==> src/rtl/bcam_req_sched.sv <==
// bcam_req_sched: serialises a write client and a match client onto one binary CAM core.
// Define BCAM_SCHED_STATS_EN to add the stat_wr/stat_mt/stat_hit counter outputs.
module bcam_req_sched #(
    parameter  int CAMD  = 256,
    parameter  int CAMW  = 16,
    parameter  int WLAT  = 2,
    parameter  int MLAT  = 3,
    localparam int ADDRW = $clog2(CAMD)
) (
    input  logic             clk,
    input  logic             rst,
    input  logic             w_req,
    input  logic [ADDRW-1:0] w_addr,
    input  logic [CAMW-1:0]  w_patt,
    output logic             w_gnt,
    input  logic             m_req,
    input  logic [CAMW-1:0]  m_patt,
    output logic             m_gnt,
    output logic             m_rsp_vld,
    output logic             m_rsp_hit,
    output logic [ADDRW-1:0] m_rsp_addr,
    output logic             busy,
    output logic             cam_wEnb,
    output logic [ADDRW-1:0] cam_wAddr,
    output logic [CAMW-1:0]  cam_wPatt,
    output logic [CAMW-1:0]  cam_mPatt,
    input  logic             cam_match,
    input  logic [ADDRW-1:0] cam_mAddr
`ifdef BCAM_SCHED_STATS_EN
    ,
    output logic [15:0]      stat_wr,
    output logic [15:0]      stat_mt,
    output logic [15:0]      stat_hit
`endif
);

    localparam int CNTMAX = (WLAT > MLAT) ? WLAT : MLAT;
    localparam int CNTW   = $clog2(CNTMAX + 1);

    // WGNT/MGNT are the grant cycles; the operation proper starts one cycle later
    typedef enum logic [2:0] {
        S_IDLE,
        S_WGNT,
        S_WRITE,
        S_MGNT,
        S_MATCH
    } state_e;

    state_e           state_q, state_d;
    logic [CNTW-1:0]  cnt_q, cnt_d;
    logic             rr_q, rr_d;
    logic             w_gnt_q, w_gnt_d;
    logic             m_gnt_q, m_gnt_d;
    logic             vld_q, vld_d;
    logic             hit_q, hit_d;
    logic [ADDRW-1:0] raddr_q, raddr_d;
    logic             busy_q, busy_d;
    logic             wenb_q, wenb_d;
    logic [ADDRW-1:0] waddr_q, waddr_d;
    logic [CAMW-1:0]  wpatt_q, wpatt_d;
    logic [CAMW-1:0]  mpatt_q, mpatt_d;
    logic             arb;
    logic             pick_w;
    logic             pick_m;

    always_ff @(posedge clk) begin
        if (rst) begin
            state_q <= S_IDLE;
            cnt_q   <= '0;
            rr_q    <= 1'b0;
            w_gnt_q <= 1'b0;
            m_gnt_q <= 1'b0;
            vld_q   <= 1'b0;
            hit_q   <= 1'b0;
            raddr_q <= '0;
            busy_q  <= 1'b0;
            wenb_q  <= 1'b0;
            waddr_q <= '0;
            wpatt_q <= '0;
            mpatt_q <= '0;
        end else begin
            state_q <= state_d;
            cnt_q   <= cnt_d;
            rr_q    <= rr_d;
            w_gnt_q <= w_gnt_d;
            m_gnt_q <= m_gnt_d;
            vld_q   <= vld_d;
            hit_q   <= hit_d;
            raddr_q <= raddr_d;
            busy_q  <= busy_d;
            wenb_q  <= wenb_d;
            waddr_q <= waddr_d;
            wpatt_q <= wpatt_d;
            mpatt_q <= mpatt_d;
        end
    end

    always_comb begin
        state_d = state_q;
        cnt_d   = cnt_q;
        rr_d    = rr_q;
        w_gnt_d = 1'b0;
        m_gnt_d = 1'b0;
        vld_d   = 1'b0;
        hit_d   = hit_q;
        raddr_d = raddr_q;
        busy_d  = busy_q;
        wenb_d  = 1'b0;
        waddr_d = waddr_q;
        wpatt_d = wpatt_q;
        mpatt_d = mpatt_q;
        arb     = 1'b0;
        pick_w  = 1'b0;
        pick_m  = 1'b0;

        unique case (state_q)
            S_IDLE: begin
                arb = 1'b1;
            end
            S_WGNT: begin
                state_d = S_WRITE;
                wenb_d  = 1'b1;
                waddr_d = w_addr;
                wpatt_d = w_patt;
                busy_d  = 1'b1;
                cnt_d   = CNTW'(WLAT - 1);
            end
            S_WRITE: begin
                if (cnt_q == '0) begin
                    busy_d = 1'b0;
                    arb    = 1'b1;
                end else begin
                    cnt_d = cnt_q - 1'b1;
                end
            end
            S_MGNT: begin
                state_d = S_MATCH;
                mpatt_d = m_patt;
                busy_d  = 1'b1;
                cnt_d   = CNTW'(MLAT - 1);
            end
            S_MATCH: begin
                if (cnt_q == '0) begin
                    vld_d   = 1'b1;
                    hit_d   = cam_match;
                    raddr_d = cam_mAddr;
                    busy_d  = 1'b0;
                    arb     = 1'b1;
                end else begin
                    cnt_d = cnt_q - 1'b1;
                end
            end
            default: begin
                state_d = S_IDLE;
            end
        endcase

        // the last cycle of an operation arbitrates so the next grant lands back-to-back
        if (arb) begin
            state_d = S_IDLE;
            pick_w  = w_req && (!m_req || !rr_q);
            pick_m  = m_req && (!w_req || rr_q);
            if (pick_w) begin
                w_gnt_d = 1'b1;
                state_d = S_WGNT;
                rr_d    = 1'b1;
            end else if (pick_m) begin
                m_gnt_d = 1'b1;
                state_d = S_MGNT;
                rr_d    = 1'b0;
            end
        end
    end

    assign w_gnt      = w_gnt_q;
    assign m_gnt      = m_gnt_q;
    assign m_rsp_vld  = vld_q;
    assign m_rsp_hit  = hit_q;
    assign m_rsp_addr = raddr_q;
    assign busy       = busy_q;
    assign cam_wEnb   = wenb_q;
    assign cam_wAddr  = waddr_q;
    assign cam_wPatt  = wpatt_q;
    assign cam_mPatt  = mpatt_q;

`ifdef BCAM_SCHED_STATS_EN
    logic [15:0] stat_wr_q;
    logic [15:0] stat_mt_q;
    logic [15:0] stat_hit_q;

    always_ff @(posedge clk) begin
        if (rst) begin
            stat_wr_q  <= '0;
            stat_mt_q  <= '0;
            stat_hit_q <= '0;
        end else begin
            if (w_gnt_q && stat_wr_q != 16'hFFFF)
                stat_wr_q <= stat_wr_q + 16'd1;
            if (vld_q && stat_mt_q != 16'hFFFF)
                stat_mt_q <= stat_mt_q + 16'd1;
            if (vld_q && hit_q && stat_hit_q != 16'hFFFF)
                stat_hit_q <= stat_hit_q + 16'd1;
        end
    end

    assign stat_wr  = stat_wr_q;
    assign stat_mt  = stat_mt_q;
    assign stat_hit = stat_hit_q;
`endif

    a_one_gnt: assert property (@(posedge clk) disable iff (rst)
        !(w_gnt_q && m_gnt_q));
    a_gnt_idle: assert property (@(posedge clk) disable iff (rst)
        (w_gnt_q || m_gnt_q) |-> !busy_q);
    a_wenb_busy: assert property (@(posedge clk) disable iff (rst)
        wenb_q |-> busy_q);

endmodule

==> config.mk <==
export PLATFORM = sky130hd
export DESIGN_NAME = bcam_req_sched
export DESIGN_NICKNAME = d
export VERILOG_FILES = /design/src/rtl/bcam_req_sched.sv
export SDC_FILE = /design/constraint.sdc
export NUM_CORES = 1
export LEC_CHECK = 0
export ABC_AREA = 1
export CAP_MARGIN = 30
export CELL_PAD_IN_SITES_DETAIL_PLACEMENT = 1
export CELL_PAD_IN_SITES_GLOBAL_PLACEMENT = 1
export CORE_AREA = 2 2 61 105
export CTS_BUF_LIST = sky130_fd_sc_hd__clkbuf_4
export DETAILED_ROUTE_END_ITERATION = 7
export DIE_AREA = 0 0 63 107
export DONT_BUFFER_PORTS = 1
export GPL_ROUTABILITY_DRIVEN = 0
export PLACE_DENSITY_LB_ADDON = 0.12
export SYNTH_ARGS = -nofsm -noshare
export SYNTH_HDL_FRONTEND = slang
export SYNTH_SLANG_ARGS = --single-unit
export TNS_END_PERCENT = 30
==> constraint.sdc <==
create_clock -name clk -period 4.16 [get_ports clk]
set_clock_uncertainty 0.2 [all_clocks]
set_input_delay 0.832 -clock clk [delete_from_list [all_inputs] [get_ports clk]]
set_output_delay 0.832 -clock clk [all_outputs]
set_load 0.01 [all_outputs]
==> key figures, run 1 <==
Worst setup path
  – Worst EP arrival: 2020 ps
  – Crit end category: flop
  – Crit Path Category: flop to flop
  – R2R cell count: 6
  – Reg2reg setup slack: 2260 ps
  – R2R Path Start: state_q[0]$_SDFFE_PP0P_
  – Crit path cell chain: nand2_2 -> nor2_4 -> inv_4 -> nand2_1 -> nor2_1 -> nor2_1
  – Startpoint types: flop
  – Largest fanout on the critical path: 26
  – Crit Reg-Reg Endpoint: cnt_q[0]$_SDFFE_PP0P_
  – CP dominant cell by count: nor2_1
  – Worst endpoint required time: 4280 ps
  – Crit path largest cell delay: 490 ps
  – Slowest-stage cell, CP: nor2_4

Synth
  – EDFF count, synth: 0
  – Synth top area cells: dfxtp_1, nor2_1, nor2_2
  – Top cells by count, synth: nor2_1, dfxtp_1, o21ai_0
  – Register area share after synthesis: 52.69%
  – Ys flop type: dfxtp_1
  – Cell variety after synth: 25
  – Post-Synthesis Cells: 276
  – Synth async-reset ratio: 0%
  – Yosys top cell area share: 52.69%
  – Synth Register Bits: 60
  – Syn nets: 330
  – Synth warn: 0
  – Syn Area/Cell: 8.260 µm²
  – Yosys top cell by area: dfxtp_1
  – Post-Syn Area: 2280 µm²
  – Most frequent cell after synthesis: nor2_1

Finish
  – Fin area: 2494 µm²
  – Finished Layout Cells: 358
  – Final net count: 329
  – Diodes inserted: 0
  – Layout cell share with drive strength beyond 1: 18.21%
  – Syn-to-layout area delta: 9.385%

Placement
  – I/O Buffers: 0
  – Cell area after placement: 2316 µm²
  – Placed Cells: 342
  – DPL Wire Length: 3.711 mm

GRT
  – First-pass GRT wire length: 8.349 mm
  – Vias in the first global route: 1817
  – Total GRT Usage: 15.96%
  – Initial antenna violation count: 0
  – Largest net degree at the start of global routing: 27
  – Grt total ovfl: 0

STA
  – Period minus WS final: 1901 ps
  – Slew @ Worst Pin: 654.2 ps
  – FMAX: 526.1 MHz
  – Worst relative slew slack: 56.34%
  – Final setup vio count: 0
  – RSZ-0062 raised after global routing: false
  – Final worst path period share: 45.69%
  – Max Slew Vio Count: 0
  – Final Hold Viols: 0
  – Setup TNS: 0 ps

Die
  – Die area: 6741 µm²
  – Core ar.: 5879 µm²
  – Die H: 107 µm
  – Initial Util: 38.77%
  – I/O pins: 107
  – Width of the die: 63 µm
  – Num rows: 37

Worst hold path
  – Worst min-delay path startpoint: cnt_q[1]$_SDFFE_PP0P_
  – Hold WC Path Type: flop to flop
  – Hold Path Cell Cnt: 2
  – Hold Path End: cnt_q[1]$_SDFFE_PP0P_

Power and ir drop
  – Comb pwr share: 21.1%
  – Sw frac: 34.31%
  – NetSw: 582.0 µW
  – Reg power frac: 48.3%
  – Pint: 1114 µW
  – Static Leak: 0.0009824 µW
  – Power Density: 680.2 nW/µm²
  – Clk pwr share: 30.6%
  – Peak VDD IR: 282.9 µV

CTS
  – H-tree depth: 3
  – TritonCTS Sinks: 60
  – Post-cts resize count: 0
  – Setup bufs post-CTS: 0
  – Hold_buf cts: 0
  – CTS tree: done
  – CTS Root Cell: clkbuf_4
  – Worst-path clk slew: 100 ps
  – CTS Buf Count: 9
  – Clk_lat worst skew: 380 ps
  – CTS Buffer Depth: 2

Detailed routing
  – DRC: 0
  – 1st-iter DRT viols: 53
  – DR pass1 iterations: 4
  – Vias: 1780
  – Routed Antenna Nets: 0
  – Wire per inst: 14.37 µm
  – WL final: 5.146 mm
  – Vias per inst: 4.972

Status
  – Outcome: completed

Flow run
  – Max cap viols: 0
[placed cells by master (no fill, tap or decap)]
master	n
o21ai_1	22
nand3_2	3
clkinv_2	1
a21oi_1	10
o21a_1	1
nand3b_1	1
nand3_1	11
dfxtp_1	60
nand2_1	20
o31ai_1	1
inv_2	2
nor2_2	20
a21oi_2	3
nand2_2	3
nor2_1	68
nand2_4	1
ha_1	1
bufinv_16	3
clkbuf_4	10
inv_1	9
buf_16	1
nor2_4	1
clkinv_1	2
o21ai_0	23
inv_4	2
nand3_4	1
[flip-flops by register name, indices dropped and copies added, names as in the netlist, 2 cells and up]
signal      count
m_rsp_addr      8
cnt_q           2
cam_wAddr       8
state_q         3
cam_mPatt      16
cam_wPatt      16
[worst max-delay path, delay by kind of cell (launching register included)]
family,cells,cell delay (ps)
buffers and inverters,1,300
flip-flops,1,450
AND/OR/NAND/NOR,5,870
[power by group through the flow]
stage	Sequential, µW	Combinational [µW]	Clock [µW]
after floorplan	812	329	0
after global routing	838	416	558
after global placement	837	358	0
after detailed placement	838	370	0
after CTS	825	370	538
final	820	358	518
[worst max path at each step]
stage                                  from                        end  slack [ps]  cells after the start
floorplan                               rst  cam_wPatt[0]$_SDFFE_PP0P_        2360                      5
global placement                        rst    state_q[1]$_SDFFE_PP0P_        1810                      5
detailed placement                      rst  cam_mPatt[8]$_SDFFE_PP0N_        2120                      4
CTS                 state_q[0]$_SDFFE_PP0P_      cnt_q[0]$_SDFFE_PP0P_        2180                      6
global route        state_q[2]$_SDFFE_PP0P_  cam_wPatt[3]$_SDFFE_PP0P_        2100                      6
finish              state_q[0]$_SDFFE_PP0P_      cnt_q[0]$_SDFFE_PP0P_        2260                      6
[metrics by stage]
step	utilization, %	setup slack, ps	hold WS [ps]	power [µW]
floorplan	-	2360	250.8	1141
global placement	38.92	1810	260.0	1196
detailed placement	39.39	2118	264.6	1209
CTS	42.41	2182	254.8	1733
global route	42.41	2097	244.4	1812
finish	42.41	2259	273.7	1696
[area by class of cell]
type	instances	area [µm²]
clock buffer	10	75.07
multi-input combinational	190	935.9
sequential	60	1201
fill	744	3386
clock inverter	6	102.6
tap	78	97.59
inverter	13	53.80
timing repair buffer	1	27.53
[kinds of logic (layout without fill, tap and decap cells)]
kind of cell,count (synthesis),in the layout,share of synthesized area [%]
fa+ha+maj,1,1,0.5488
simple gates,129,129,26.62
buf+inv,26,30,6.256
compound gates,60,60,13.89
flops,60,60,52.69
[routing by layer]
layer  GRT usage, %  share of wire (%)  vias to the layer above
li1               -                  -                      887
met1          14.74                 36                      827
met2          30.02                 55                       61
met3          6.611                7.5                        5
met4          6.667                1.3                        0
met5              0                  0                        -
Power figures use the tool's default switching activity.
==> inputs of run 2 (changes only) <==
==> constraint.sdc (replaced) <==
create_clock -name clk -period 1.78 [get_ports clk]
set_clock_uncertainty 0.2 [all_clocks]
set_input_delay 0.356 -clock clk [delete_from_list [all_inputs] [get_ports clk]]
set_output_delay 0.356 -clock clk [all_outputs]
set_load 0.01 [all_outputs]
==> run 2 against run 1 <==
- register-to-register slack worse by 2000 ps
- combinational power rose to 2.8 times the previous value
- core utilization up 8.0 points
- sequential power up 130%
- first-iteration DRC count up 40%
- clock power up 52%
==> key figures, run 2 (same netlist as run 1, synthesis figures left out) <==
CTS
  – CTS Buf Count: 9
  – CTS Root Cell: clkbuf_4
  – Post-cts resize count: 0
  – Worst-path clk slew: 90 ps
  – H-tree depth: 3
  – TritonCTS Sinks: 60
  – Clk_lat worst skew: 410 ps
  – Hold_buf cts: 52
  – Setup bufs post-CTS: 0
  – CTS Buffer Depth: 2
  – CTS tree: done

Die
  – Die H: 107 µm
  – Core ar.: 5879 µm²
  – Num rows: 37
  – I/O pins: 107
  – Initial Util: 38.77%
  – Die area: 6741 µm²
  – Width of the die: 63 µm

Detailed routing
  – WL final: 5.997 mm
  – Vias per inst: 4.838
  – Routed Antenna Nets: 0
  – 1st-iter DRT viols: 74
  – DRC: 0
  – DR pass1 iterations: 3
  – Vias: 2003
  – Wire per inst: 14.49 µm

GRT
  – Largest net degree at the start of global routing: 27
  – Grt total ovfl: 0
  – First-pass GRT wire length: 9.839 mm
  – Vias in the first global route: 2144
  – Initial antenna violation count: 0
  – Total GRT Usage: 18.94%

Power and ir drop
  – Overall power: 3703 µW
  – Power Density: 1249 nW/µm²
  – Peak VDD IR: 672.8 µV
  – Static Leak: 0.001184 µW

Worst setup path
  – Crit Reg-Reg Endpoint: cnt_q[0]$_SDFFE_PP0P_
  – Worst EP arrival: 1650 ps
  – Reg2reg setup slack: 250 ps
  – Worst endpoint required time: 1850 ps
  – R2R Path Start: state_q[2]$_SDFFE_PP0P_
  – Startpoint types: primary input
  – Crit Path Category: primary input to flop
  – R2R cell count: 7
  – CP startpoint: rst
  – Largest fanout on the critical path: 17
  – Crit end category: flop

STA
  – Setup TNS: 0 ps
  – Final setup vio count: 0
  – Final worst path period share: 88.55%
  – FMAX: 634.4 MHz
  – Final Hold Viols: 0
  – Worst setup margin: 203.8 ps
  – Worst relative slew slack: 51.90%
  – Max Slew Vio Count: 0
  – Period minus WS final: 1576 ps
  – Slew @ Worst Pin: 719.2 ps
  – RSZ-0062 raised after global routing: false

Finish
  – Syn-to-layout area delta: 30.08%
  – Most common cell after layout, fill and taps aside: nor2_1
  – Diodes inserted: 0
  – Final net count: 385
  – Finished Layout Cells: 414
  – Layout cell share with drive strength beyond 1: 16.07%
  – Most frequent cells in the layout: nor2_1, dfxtp_1, dlygate4sd3_1
  – Post-layout util: 50.44%
  – Fill cell count: 717

Placement
  – DPL Wire Length: 3.804 mm
  – I/O Buffers: 0
  – Placed Cells: 346
  – Pre-CTS worst setup slack: 243.4 ps

Status
  – Outcome: completed

Worst hold path
  – Hold Path Cell Cnt: 3
  – Hold WC Path Type: primary input to flop
  – Worst min-delay path startpoint: rst
  – Hold Path End: cnt_q[0]$_SDFFE_PP0P_

Flow run
  – Max cap viols: 0
run 2: layout make-up:
class                      count  area (µm²)  share of cell area (%)
sequential                    60        1201                   40.51
multi-input combinational    190       935.9                   31.56
timing repair buffer          57       570.5                   19.24
tap                           78       97.59                   3.291
clock buffer                  12       90.09                   3.038
inverter                      13       53.80                   1.814
clock inverter                 4       16.27                  0.5485
run 2: per-stage QoR:
stage               hold slack, ps  cell area, µm²
finish                       148.4            2965
global route                 153.2            2965
CTS                          126.8            2965
detailed placement           222.6            2338
global placement             221.1            2338
floorplan                    250.8            2280
run 2: critical path, stage by stage:
cell           delay [ps]
dlygate4sd3_1        1000
o31ai_1               160
inv_1                  70
o21ai_1                50
run 2: metal layers:
layer	global-route usage [%]	up-vias	part of all wire, %
li1	-	999	-
met1	18.20	923	38
met2	34.73	68	53
met3	5.981	13	6.4
met4	10.95	0	2.5
met5	0	-	0
run 2: worst max path at each step:
stage | slack, ps | endpoint | cells after the start
after CTS | 230 | cnt_q[0]$_SDFFE_PP0P_ | 7
final | 200 | state_q[1]$_SDFFE_PP0P_ | 4
after global routing | 100 | cam_mPatt[14]$_SDFFE_PP0N_ | 4
after detailed placement | 240 | cnt_q[0]$_SDFFE_PP0P_ | 7
after floorplan | 350 | state_q[2]$_SDFFE_PP0P_ | 5
after global placement | 240 | state_q[2]$_SDFFE_PP0P_ | 3
run 2: power by group:
part / switching, µW / internal, µW / leakage [µW]
Clock: 470 / 319 / 0.0000638
Combinational: 616 / 374 / 0.000630
Sequential: 307 / 1620 / 0.000490
